**config.mk**
```make
export PLATFORM = sky130hd
export DESIGN_NAME = expr_recognizer
export DESIGN_NICKNAME = d
export VERILOG_FILES = /design/src/rtl/expr_recognizer.sv
export SDC_FILE = /design/constraint.sdc
export NUM_CORES = 1
export LEC_CHECK = 0
export ABC_CLOCK_PERIOD_IN_PS = 3400
export CORE_MARGIN = 5
export CORE_UTILIZATION = 51
export DETAILED_ROUTE_END_ITERATION = 8
export PLACE_DENSITY_LB_ADDON = 0.25
export SYNTH_ARGS = -nofsm -noshare
export SYNTH_HDL_FRONTEND = slang
export SYNTH_SLANG_ARGS = --single-unit
```
**constraint.sdc**
```tcl
create_clock -name clk -period 3.4 [get_ports clk]
set_input_delay 0.51 -clock clk [delete_from_list [all_inputs] [get_ports clk]]
set_output_delay 0.51 -clock clk [all_outputs]
set_load 0.005 [all_outputs]
```
**src/rtl/expr_recognizer.sv**
```systemverilog
// Streaming recogniser for ASCII arithmetic expressions with multi-digit
// operands, nested parentheses and a sticky error state.
module expr_recognizer #(
  parameter int MAX_DIGITS = 4,
  parameter int MAX_DEPTH  = 7,
  parameter bit EXT_OPS    = 1'b0,
  localparam int DEPTH_W   = $clog2(MAX_DEPTH + 1)
) (
  input  logic               clk,
  input  logic               clr,
  input  logic               in_valid,
  input  logic [7:0]         in,
  output logic               out,
  output logic               err,
  output logic [DEPTH_W-1:0] depth
);

  localparam int NDIG_W = $clog2(MAX_DIGITS + 1);
  localparam logic [DEPTH_W-1:0] DEPTH_MAX = DEPTH_W'(MAX_DEPTH);
  localparam logic [NDIG_W-1:0]  NDIG_MAX  = NDIG_W'(MAX_DIGITS);

  typedef enum logic [1:0] {
    S_EXPECT = 2'd0,
    S_NUM    = 2'd1,
    S_CLOSED = 2'd2,
    S_ERR    = 2'd3
  } state_t;

  state_t             state_q, state_d;
  logic [DEPTH_W-1:0] depth_q, depth_d;
  logic [NDIG_W-1:0]  ndig_q, ndig_d;

  logic is_dig, is_op, is_lp, is_rp;

  always_comb begin
    is_dig = (in >= 8'd48) && (in <= 8'd57);
    is_op  = (in == 8'd43) || (in == 8'd42) ||
             (EXT_OPS && ((in == 8'd45) || (in == 8'd47)));
    is_lp  = (in == 8'd40);
    is_rp  = (in == 8'd41);
  end

  // clr wins over in_valid; an idle cycle holds every register.
  always_ff @(posedge clk) begin
    if (clr) begin
      state_q <= S_EXPECT;
      depth_q <= '0;
      ndig_q  <= '0;
    end else begin
      state_q <= state_d;
      depth_q <= depth_d;
      ndig_q  <= ndig_d;
    end
  end

  always_comb begin
    state_d = state_q;
    depth_d = depth_q;
    ndig_d  = ndig_q;
    if (in_valid) begin
      case (state_q)
        S_EXPECT: begin
          if (is_dig) begin
            state_d = S_NUM;
            ndig_d  = NDIG_W'(1);
          end else if (is_lp && (depth_q != DEPTH_MAX)) begin
            depth_d = depth_q + 1'b1;
          end else begin
            state_d = S_ERR;
          end
        end
        S_NUM: begin
          if (is_dig && (ndig_q != NDIG_MAX)) begin
            ndig_d = ndig_q + 1'b1;
          end else if (is_op) begin
            state_d = S_EXPECT;
            ndig_d  = '0;
          end else if (is_rp && (depth_q != '0)) begin
            state_d = S_CLOSED;
            depth_d = depth_q - 1'b1;
            ndig_d  = '0;
          end else begin
            state_d = S_ERR;
          end
        end
        S_CLOSED: begin
          if (is_op) begin
            state_d = S_EXPECT;
          end else if (is_rp && (depth_q != '0)) begin
            depth_d = depth_q - 1'b1;
          end else begin
            state_d = S_ERR;
          end
        end
        default: state_d = S_ERR;
      endcase
    end
  end

  // Outputs come straight from registers: one cycle after the accepting edge.
  always_comb begin
    out   = ((state_q == S_NUM) || (state_q == S_CLOSED)) && (depth_q == '0);
    err   = (state_q == S_ERR);
    depth = depth_q;
  end

endmodule
```
==> metrics.csv <==
metric,value,unit
status,finished clean,
fin_crit_sh,0.713,
finalHoldViolCount,0,
syn_area_per_cell,8.82,sq um
reg2reg_from,state_q[0],
synth_area,688,sq um
synth_cells,78,
dieArea,0.00218,sq mm
relSlewSlack,0.711,
initial_core_util,0.536,
nNetsFinal,116,
synth_seq_area_share,0.233,
slowest_stage,clkdlybuf4s50_1,
leakagePower,0.340,nW
yosysTopAreaCell,dfxtp_1,
critPathMaxStageDelay,560,ps
p_total,0.281,mW
core_area,0.00128,sq mm
numPortBuffers,15,
yosysTopAreaCellShare,0.233,
required,2890,ps
max-cap-violations,0,
maxSlewViolCount,0,
drt-vias-per-instance,6.13,
cp-startpoint,state_q[0],
num_rows,13,
clk_pin_slew,50,ps
critPathKind,reg -> out,
drive_gt1_frac,0.104,
fp.dieH,46.7,um
grt_pass1_vias,658,
crit_fanout,5,
synth.distinct_cells,36,
grtUsageTotal,0.177,
cts_tree,built,
wl_per_cell,14.5,um
seq_area,160,sq um
synth_area_leaders,"dfxtp_1, ha_1, nor2b_1",
clock.fmax,0.413,GHz
vdd_drop_max,0.184,mV
path_cells,inv_1 -> ha_1 -> nor4b_1 -> clkdlybuf4s50_1,
finalSetupViolations,0,
reg2regPathDepth,6,
cts_resized,0,
clkLatencyLatePin,260,ps
antenna_found_initial,0,
syn_nets,96,
areaGrowthSynthToFinish,27.8,%
hold_buffers,0,
start_kind,flop,
worstHoldPathType,reg -> reg,
worstSetupEndpoint,out,
ys.flop_type,dfxtp_1,
ys_ff_latch,8,
regToRegSetupSlack,1330,ps
cts_buffer_depth,2,
gp_congestion,0.794,
fillers,126,
crit_arrival,1910,ps
grt_max_degree,10,
wirelength,1610,um
synth_commonest_cells,"dfxtp_1, inv_1, nor2_1, ha_1",
diodes,0,
drc,0,
synth-edff-count,0,
clock_skew,0.487,ps
multi_input_area,498,sq um
min_period,2420,ps
postRouteAntennaNets,0,
grt-ovfl-total,0,
power_density,319,mW/mm^2
drt_iter0_markers,19,
fp.dieW,46.7,um
yosysWarnings,0,
num_vias,680,
grt_pass1_wl,2660,um
endpoint_kind,primary output,
clock-sinks,8,
ios,16,
r2r-end,depth[2],
dp_hpwl,1300,um
cts_buffers,3,
async_flop_share,0,
postCtsSetupRepairBufs,0,
drt-pass1-iter-count,4,
finalSetupTns,0,ps
tightest_slew,429,ps
cts-htree-levels,1,
rsz0062_at_grt,no,
root_buffer,clkbuf_4,
-- kinds of logic (layout without fill, tap and decap cells) --
logic type / count (synthesis) / after routing / synth area share
DFF: 8 / 8 / 0.233
AOI/OAI and AO/OA: 21 / 21 / 0.260
buffers and inverters: 8 / 26 / 0.0436
xor gates and xnor gates: 1 / 1 / 0.0127
muxes: 3 / 3 / 0.0473
adders and majority gates: 7 / 7 / 0.138
and+or+nand+nor: 30 / 30 / 0.265
-- layout make-up --
class | count | share of cell area
Tap cell | 15 | 0.0213
Clock buffer | 3 | 0.0256
Timing Repair Buffer | 15 | 0.171
Sequential cell | 8 | 0.182
Inverter | 8 | 0.0341
Multi-Input combinational cell | 62 | 0.566
-- stage by stage --
stage / instances / setup WS [ps] / hold slack, ps / area, sq um / utilization
after global routing: 111 / 827 / 511 / 880 / 0.685
after detailed placement: 108 / 958 / 485 / 857 / 0.667
final: 111 / 976 / 494 / 880 / 0.685
after global placement: 108 / 1010 / 461 / 857 / 0.667
after CTS: 111 / 942 / 493 / 880 / 0.685
after floorplan: 78 / 1500 / 447 / 688 / -
-- report_power, final --
| part | switching [mW] | internal, mW |
|---|---|---|
| logic | 0.0467 | 0.0521 |
| registers | 0.00838 | 0.0999 |
| clock network | 0.0331 | 0.0404 |
-- registers in the layout, summed over array words and instances, names as in the netlist --
register / cells
depth: 3
ndig_q: 3
state_q: 2
-- routing by layer --
| layer | track usage | wire [um] | vias up |
|---|---|---|---|
| met2 | 0.313 | 771 | 19 |
| met5 | 0 | 0 | - |
| met3 | 0.0421 | 124 | 4 |
| met1 | 0.189 | 689 | 325 |
| li1 | - | - | 332 |
| met4 | 0.105 | 26 | 0 |
-- worst min-delay path by stage --
stage	from	end	slack, ps	cells past startpoint
2_1_floorplan	ndig_q[2]	ndig_q[2]	450	2
3_3_place_gp	ndig_q[2]	ndig_q[2]	460	2
3_5_place_dp	ndig_q[2]	ndig_q[2]	480	2
4_1_cts	ndig_q[2]	ndig_q[2]	490	2
5_1_grt	ndig_q[2]	ndig_q[2]	510	2
6_report	ndig_q[2]	ndig_q[2]	490	2
-- cells in the final DEF, fill, tap and decap left out, types with 2 or more instances in the layout --
cell	n
dfxtp_1	8
a21boi_0	2
mux2_2	2
ha_1	6
nor2_1	7
nor2b_1	5
inv_1	8
clkdlybuf4s50_1	15
a41oi_1	2
nand2_1	5
nand4_1	4
a211oi_1	2
clkbuf_4	3
o21ai_0	3
-- critical path, delay by kind of cell, from the launching register on --
family | cells | cell delay (ps)
buf+inv | 2 | 640
fa+ha+maj | 1 | 390
flops | 1 | 380
simple gates | 1 | 250
Power figures use the tool's default switching activity.
